File: src/rtl/pong_ball_pkg.sv
// Shared pong ball constants and the ball FSM state encoding.
// No logic and no latency; imported by the ball engine and its serve counter.
package pong_ball_pkg;

  localparam int DEF_H_VISIBLE    = 400;
  localparam int DEF_V_VISIBLE    = 600;
  localparam int DEF_X_BITS       = 10;
  localparam int DEF_Y_BITS       = 10;
  localparam int DEF_BALL_RAD     = 4;
  localparam int DEF_SPEED_X      = 2;
  localparam int DEF_SPEED_Y      = 2;
  localparam int DEF_SERVE_FRAMES = 60;

  typedef enum logic [1:0] {
    ST_IDLE  = 2'd0,
    ST_SERVE = 2'd1,
    ST_MOVE  = 2'd2,
    ST_GOAL  = 2'd3
  } state_t;

endpackage

File: src/rtl/pong_ball_mod.sv
// Modulo-MOD event counter; o_tc flags the enable that completes a full count.
// o_tc is combinational on i_cen; count updates 1 clk later, no backpressure.
module pong_ball_mod #(
  parameter int MOD = 60
) (
  input  logic i_clk,
  input  logic i_rst_n,
  input  logic i_cen,
  input  logic i_clr,
  output logic o_tc
);

  localparam int            CW     = (MOD > 1) ? $clog2(MOD) : 1;
  localparam logic [CW-1:0] C_LAST = CW'(MOD - 1);

  logic [CW-1:0] r_count;

  assign o_tc = i_cen && (r_count == C_LAST);

  always_ff @(posedge i_clk or negedge i_rst_n) begin
    if (!i_rst_n) begin
      r_count <= '0;
    end else if (i_clr) begin
      r_count <= '0;
    end else if (i_cen) begin
      r_count <= o_tc ? '0 : r_count + 1'b1;
    end
  end

endmodule

File: src/rtl/pong_ball.sv
// Ball motion engine: per-frame move, wall/paddle bounces, goal detection and score pulses.
// Outputs update 1 clk after i_frame_tick; no backpressure, every frame tick is consumed.
module pong_ball
  import pong_ball_pkg::*;
#(
  parameter int H_VISIBLE    = DEF_H_VISIBLE,
  parameter int V_VISIBLE    = DEF_V_VISIBLE,
  parameter int X_BITS       = DEF_X_BITS,
  parameter int Y_BITS       = DEF_Y_BITS,
  parameter int BALL_RAD     = DEF_BALL_RAD,
  parameter int SPEED_X      = DEF_SPEED_X,
  parameter int SPEED_Y      = DEF_SPEED_Y,
  parameter int SERVE_FRAMES = DEF_SERVE_FRAMES
) (
  input  logic              i_clk,
  input  logic              i_rst_n,
  input  logic              i_en,
  input  logic              i_frame_tick,
  input  logic [X_BITS-1:0] i_p1_xmin,
  input  logic [X_BITS-1:0] i_p1_xmax,
  input  logic [Y_BITS-1:0] i_p1_ymin,
  input  logic [Y_BITS-1:0] i_p1_ymax,
  input  logic [X_BITS-1:0] i_p2_xmin,
  input  logic [X_BITS-1:0] i_p2_xmax,
  input  logic [Y_BITS-1:0] i_p2_ymin,
  input  logic [Y_BITS-1:0] i_p2_ymax,
  output logic [X_BITS-1:0] o_ball_x,
  output logic [Y_BITS-1:0] o_ball_y,
  output logic [X_BITS-1:0] o_ball_rad,
  output logic              o_score_left,
  output logic              o_score_right,
  output logic              o_busy
);

  localparam int XW = X_BITS + 2;
  localparam int YW = Y_BITS + 2;
  localparam logic signed [XW-1:0] C_RX     = XW'(BALL_RAD);
  localparam logic signed [XW-1:0] C_SX     = XW'(SPEED_X);
  localparam logic signed [XW-1:0] C_ONE_X  = XW'(1);
  localparam logic signed [XW-1:0] C_ZERO_X = '0;
  localparam logic signed [XW-1:0] C_XEDGE  = XW'(H_VISIBLE - 1);
  localparam logic signed [YW-1:0] C_RY     = YW'(BALL_RAD);
  localparam logic signed [YW-1:0] C_SY     = YW'(SPEED_Y);
  localparam logic signed [YW-1:0] C_YBOT   = YW'(V_VISIBLE - 1 - BALL_RAD);
  localparam logic [X_BITS-1:0]    C_XMID   = X_BITS'(H_VISIBLE / 2);
  localparam logic [Y_BITS-1:0]    C_YMID   = Y_BITS'(V_VISIBLE / 2);

  state_t            r_state, w_state_nxt;
  logic [X_BITS-1:0] r_x;
  logic [Y_BITS-1:0] r_y;
  logic              r_dx_neg, r_dy_neg;
  logic              r_score_left, r_score_right;

  logic signed [XW-1:0] w_x, w_nx, w_mx, w_p1_xmax, w_p2_xmin;
  logic signed [YW-1:0] w_y, w_ny, w_my, w_p1_ymin, w_p1_ymax, w_p2_ymin, w_p2_ymax;
  logic w_hit_l, w_hit_r, w_exit_l, w_exit_r, w_mdx_neg, w_mdy_neg;
  logic w_serve_done;

  // Hit tests only need the inner face of each paddle.
  logic w_unused_extents;
  assign w_unused_extents = ^{i_p1_xmin, i_p2_xmax};

  pong_ball_mod #(.MOD(SERVE_FRAMES)) u_serve_cnt (
    .i_clk   (i_clk),
    .i_rst_n (i_rst_n),
    .i_cen   (i_frame_tick && (r_state == ST_SERVE)),
    .i_clr   (!i_en || (r_state != ST_SERVE)),
    .o_tc    (w_serve_done)
  );

  // Collision and next-position; everything signed two bits wider so nothing wraps.
  always_comb begin
    w_x       = signed'({2'b00, r_x});
    w_y       = signed'({2'b00, r_y});
    w_p1_xmax = signed'({2'b00, i_p1_xmax});
    w_p2_xmin = signed'({2'b00, i_p2_xmin});
    w_p1_ymin = signed'({2'b00, i_p1_ymin});
    w_p1_ymax = signed'({2'b00, i_p1_ymax});
    w_p2_ymin = signed'({2'b00, i_p2_ymin});
    w_p2_ymax = signed'({2'b00, i_p2_ymax});
    w_nx      = r_dx_neg ? (w_x - C_SX) : (w_x + C_SX);
    w_ny      = r_dy_neg ? (w_y - C_SY) : (w_y + C_SY);

    w_hit_l  = r_dx_neg && (w_x - C_RX > w_p1_xmax) && (w_nx - C_RX <= w_p1_xmax) &&
               (w_y >= w_p1_ymin - C_RY) && (w_y <= w_p1_ymax + C_RY);
    w_hit_r  = !r_dx_neg && (w_x + C_RX < w_p2_xmin) && (w_nx + C_RX >= w_p2_xmin) &&
               (w_y >= w_p2_ymin - C_RY) && (w_y <= w_p2_ymax + C_RY);
    w_exit_l = r_dx_neg && !w_hit_l && (w_nx - C_RX <= C_ZERO_X);
    w_exit_r = !r_dx_neg && !w_hit_r && (w_nx + C_RX >= C_XEDGE);

    w_mx      = w_nx;
    w_mdx_neg = r_dx_neg;
    if (w_hit_l) begin
      w_mx      = w_p1_xmax + C_RX + C_ONE_X;
      w_mdx_neg = 1'b0;
    end else if (w_hit_r) begin
      w_mx      = w_p2_xmin - C_RX - C_ONE_X;
      w_mdx_neg = 1'b1;
    end

    w_my      = w_ny;
    w_mdy_neg = r_dy_neg;
    if (r_dy_neg && (w_ny <= C_RY)) begin
      w_my      = C_RY;
      w_mdy_neg = 1'b0;
    end else if (!r_dy_neg && (w_ny >= C_YBOT)) begin
      w_my      = C_YBOT;
      w_mdy_neg = 1'b1;
    end
  end

  always_comb begin
    w_state_nxt = r_state;
    if (!i_en) begin
      w_state_nxt = ST_IDLE;
    end else begin
      case (r_state)
        ST_IDLE:  w_state_nxt = ST_SERVE;
        ST_SERVE: if (w_serve_done) w_state_nxt = ST_MOVE;
        ST_MOVE:  if (i_frame_tick && (w_exit_l || w_exit_r)) w_state_nxt = ST_GOAL;
        ST_GOAL:  w_state_nxt = ST_SERVE;
        default:  w_state_nxt = ST_IDLE;
      endcase
    end
  end

  // Direction survives goals and en drops so the next serve heads at the conceding side.
  always_ff @(posedge i_clk or negedge i_rst_n) begin
    if (!i_rst_n) begin
      r_state       <= ST_IDLE;
      r_x           <= C_XMID;
      r_y           <= C_YMID;
      r_dx_neg      <= 1'b0;
      r_dy_neg      <= 1'b0;
      r_score_left  <= 1'b0;
      r_score_right <= 1'b0;
    end else begin
      r_state       <= w_state_nxt;
      r_score_left  <= (w_state_nxt == ST_GOAL) && w_exit_r;
      r_score_right <= (w_state_nxt == ST_GOAL) && w_exit_l;
      if (!i_en || (r_state != ST_MOVE)) begin
        r_x <= C_XMID;
        r_y <= C_YMID;
      end else if (i_frame_tick) begin
        if (w_exit_l || w_exit_r) begin
          r_x <= C_XMID;
          r_y <= C_YMID;
        end else begin
          r_x      <= w_mx[X_BITS-1:0];
          r_y      <= w_my[Y_BITS-1:0];
          r_dx_neg <= w_mdx_neg;
          r_dy_neg <= w_mdy_neg;
        end
      end
    end
  end

  always_comb begin
    o_ball_x      = r_x;
    o_ball_y      = r_y;
    o_ball_rad    = X_BITS'(BALL_RAD);
    o_busy        = (r_state == ST_MOVE);
    o_score_left  = r_score_left;
    o_score_right = r_score_right;
  end

endmodule

File: config.mk
export PLATFORM = sky130hd
export DESIGN_NAME = pong_ball
export DESIGN_NICKNAME = d
export VERILOG_FILES = /design/src/rtl/pong_ball_pkg.sv /design/src/rtl/pong_ball_mod.sv /design/src/rtl/pong_ball.sv
export SDC_FILE = /design/constraint.sdc
export NUM_CORES = 1
export LEC_CHECK = 0
export CAP_MARGIN = 20
export CORE_MARGIN = 2
export CORE_UTILIZATION = 35
export DETAILED_ROUTE_END_ITERATION = 6
export PLACE_DENSITY = 0.6
export SETUP_SLACK_MARGIN = 0.15
export SYNTH_ARGS = -nofsm -noshare
export SYNTH_HDL_FRONTEND = slang
export SYNTH_SLANG_ARGS = --single-unit
File: constraint.sdc
create_clock -name i_clk -period 4.55 [get_ports i_clk]
set_input_delay 0.91 -clock i_clk [delete_from_list [all_inputs] [get_ports i_clk]]
set_output_delay 0.91 -clock i_clk [all_outputs]
set_load 0.02 [all_outputs]
==> PnR_summary.wiki <==
{| class="wikitable"
! Metric !! Value
|-
| Number of search-and-repair iterations in the first detailed-routing pass || 5
|-
| Commonest non-fill, non-tap cell in the layout || sky130_fd_sc_hd__ha_1
|-
| Register bit total from synthesis || 32
|-
| Fraction of the mapped netlist area in adder cells || 0.211
|-
| Core occupancy in the finished layout || 0.488
|-
| Biggest area consumer among synthesized cells || sky130_fd_sc_hd__ha_1
|-
| Share of cell area taken by muxes after synthesis || 0.0104
|-
| Share of the synthesized area in the top cell type || 0.211
|-
| Top cells by area in the synthesized netlist || sky130_fd_sc_hd__ha_1, sky130_fd_sc_hd__dfrtp_1, sky130_fd_sc_hd__xnor2_1, sky130_fd_sc_hd__o21ai_0, sky130_fd_sc_hd__inv_1
|-
| CTS Root Cell || sky130_fd_sc_hd__clkbuf_16
|-
| Count of non-filler cells in the finished layout || 1123
|-
| Number of H-tree levels || 2
|-
| Async set-or-reset flop fraction in the synthesized netlist || 1.00
|-
| CP Capture Type || flop
|-
| Clock Skew || 0.00545 ns
|-
| R2R Setup Slk || 0.20 ns
|-
| DRT iter0 DRCs || 442
|-
| Period utilization || 0.956
|-
| Final Hold Vio Count || 0
|-
| Start-to-end type of the worst setup path || flop to flop
|-
| Total of max-cap violations || 0
|-
| All-layer global routing usage || 0.203
|-
| First-pass GRT wire length || 29.5 mm
|-
| Worst-margin pin slew || 0.768 ns
|-
| Final HPWL DP || 15.0 mm
|-
| Post-Route WL || 19.0 mm
|-
| Total die area || 18000 um2
|-
| Combinational family with the most area after synthesis || simple AND/OR/NAND/NOR gates
|-
| Yosys cell types || 84
|-
| CTS max path bufs || 2
|-
| Unrepaired setup endpoints after global routing || true
|-
| Outcome || complete, no violations
|-
| FMAX || 0.230 GHz
|-
| Area delta synth->final || 36.6%
|-
| Average footprint of a synthesized cell || 7.87 um2
|-
| Largest net degree at the start of global routing || 23
|-
| Number of buffers inserted by port buffering || 86
|-
| WHS || 0.554 ns
|-
| Count of endpoints failing setup in the final report || 0
|-
| CTS clk-pin slew, worst paths || 0.06 ns
|-
| Starting density of the core || 0.357
|-
| Number of remaining DRC errors || 0
|-
| Time the final worst path needs with I/O delays and setup || 4.35 ns
|-
| Simple-gate portion of the synthesized area || 0.243
|-
| Number of antenna violations at the first check in global routing || 0
|-
| Path type of the worst min-delay path || flop to flop
|-
| Fraction of the mapped netlist area in compound gates || 0.213
|-
| Routed length per placed instance || 16.9 um
|-
| Setup crit start kind || flop
|-
| Die extent in y || 134 um
|-
| Mean number of vias per cell || 5.49
|-
| Global placement routability congestion || 0.975
|-
| Number of cells produced by synthesis || 752
|-
| Part of the Yosys area used for sequential elements || 0.137
|-
| Post-DP Area || 7440 um2
|-
| Post-synth design cell area || 5920 um2
|-
| Clock Sinks || 32
|-
| Worst slew slack as a fraction of its limit || 0.483
|-
| Number of buffers inserted during clock tree synthesis || 5
|-
| Largest fanout on the critical path || 7
|-
| Design Power || 1.27 mW
|-
| Worst IR drop on VDD || 144 uV
|-
| Clock latency at the later pin of the worst-skew pair || 0.28 ns
|-
| Post-synth EDFFs || 0
|-
| Power per cell area || 158 nW/um2
|-
| Worst path required time || 4.72 ns
|-
| Arrival time worst endpoint || 4.52 ns
|-
| Final max-slew violation count || 0
|-
| Die Span X || 134 um
|-
| Number of top-level design ports || 117
|-
| XOR/XNOR share of the synthesized area || 0.121
|-
| Final nets || 1086
|-
| Leakage power || 3.35 nW
|-
| ANT nets after route || 0
|-
| Synthesis warning total || 0
|-
| Vias in the first global route || 5722
|-
| Most common flop cell mapped by yosys || sky130_fd_sc_hd__dfrtp_1
|-
| Number of placed instances with taps included || 1105
|-
| CTS tree || yes
|-
| Placement Rows || 47
|-
| Via Count || 6165
|-
| Final instance area || 8090 um2
|-
| Highest-count cells in the layout ignoring fill and taps || sky130_fd_sc_hd__ha_1, sky130_fd_sc_hd__clkdlybuf4s50_1, sky130_fd_sc_hd__buf_4
|-
| Diodes inserted || 0
|-
| Share of layout cells above drive strength 1 || 0.188
|-
| Placeable core region || 16600 um2
|-
| Grt total ovfl || 0
|}
[routing by layer]
| layer | share of wire | track usage | up-vias | routed length [um] |
|---|---|---|---|---|
| met5 | 0 | 0 | - | 0 |
| met4 | 0.027 | 0.0480 | 0 | 507 |
| met3 | 0.052 | 0.0174 | 34 | 982 |
| met2 | 0.43 | 0.306 | 192 | 8230 |
| met1 | 0.49 | 0.310 | 2878 | 9280 |
| li1 | - | - | 3061 | - |
[worst paths after layout]
path,start,cells after the start,end
max,o_ball_x[3],20,o_ball_x[0]
min,u_serve_cnt.r_count[5],2,u_serve_cnt.r_count[5]
max reg2reg,o_ball_x[3],20,o_ball_x[0]
min reg2reg,u_serve_cnt.r_count[5],2,u_serve_cnt.r_count[5]
max in group asynchronous,i_rst_n,3,o_ball_y[5]
min in group asynchronous,i_rst_n,1,u_serve_cnt.r_count[5]
[registers in the layout, summed over array words and instances, names as in the netlist]
register and count:
u_serve_cnt.r_count 6, r_dy_neg 1, o_ball_x 10, o_score_right 1
r_state 2, o_score_left 1, o_ball_y 10, r_dx_neg 1
[cell usage after synthesis, drive strengths merged, types with 12 or more instances]
cell / count
ha: 100
xor2: 23
xnor2: 57
a31oi: 16
nand3: 42
nand4: 13
a21oi: 29
o21ai: 48
nor3: 30
buf: 20
inv: 57
nor4: 12
nand2: 41
dfrtp: 25
nor2: 54
[through the flow]
stage          setup TNS [ns]  setup WS [ns]
4_1_cts                     0          0.146
5_1_grt                     0         0.0790
3_3_place_gp                0        0.00134
3_5_place_dp          -0.0430        -0.0371
6_report                    0          0.201
2_1_floorplan               0          0.155
[cell families after synthesis]
family,Yosys count
and+or+nand+nor,263
AOI/OAI and AO/OA,185
adders and majority gates,100
buffers and inverters,84
xor gates and xnor gates,80
DFF,32
muxes,6
other,2
[final cells by class]
| class | count | area (um2) |
|---|---|---|
| Sequential cell | 32 | 811 |
| Clock buffer | 5 | 125 |
| Inverter | 57 | 214 |
| Fill cell | 1640 | 8490 |
| Clock inverter | 3 | 23.8 |
| Tap cell | 220 | 275 |
| Multi-Input combinational cell | 644 | 5140 |
| Timing Repair Buffer | 162 | 1500 |
[critical path, cell delays in order, from the launching register on]
cell                       delay [ns]
sky130_fd_sc_hd__dfstp_2         0.61
sky130_fd_sc_hd__inv_2           0.08
sky130_fd_sc_hd__ha_4            0.16
sky130_fd_sc_hd__a21bo_4         0.21
sky130_fd_sc_hd__o22a_4          0.27
sky130_fd_sc_hd__xnor2_4         0.15
sky130_fd_sc_hd__nor4_4          0.40
sky130_fd_sc_hd__buf_4           0.21
sky130_fd_sc_hd__xnor2_4         0.10
sky130_fd_sc_hd__ha_4            0.28
sky130_fd_sc_hd__nand3_2         0.05
sky130_fd_sc_hd__or2_4           0.26
sky130_fd_sc_hd__a211oi_2        0.21
sky130_fd_sc_hd__o22a_2          0.26
sky130_fd_sc_hd__nor4_4          0.06
sky130_fd_sc_hd__a22oi_2         0.27
sky130_fd_sc_hd__buf_6           0.18
sky130_fd_sc_hd__buf_12          0.13
sky130_fd_sc_hd__o32ai_2         0.08
sky130_fd_sc_hd__a32oi_2         0.18
sky130_fd_sc_hd__o31ai_1         0.09
[where the power goes]
group | total (mW) | leakage [nW] | internal [mW] | switching, mW
registers | 0.315 | 0.414 | 0.297 | 0.0180
logic | 0.616 | 2.86 | 0.293 | 0.323
clock network | 0.344 | 0.0660 | 0.204 | 0.140
total | 1.27 | 3.35 | 0.794 | 0.481
[what timing repair did]
item	4_1_cts	5_1_grt
buffers inserted	0	7
endpoints found under the setup margin	23	24
hold endpoints to repair	0	0
cloned	0	2
gates resized for setup	8	62
pin swaps	5	24
hold buffers	0	0
Note: power is estimated with default switching activity, not from simulation.
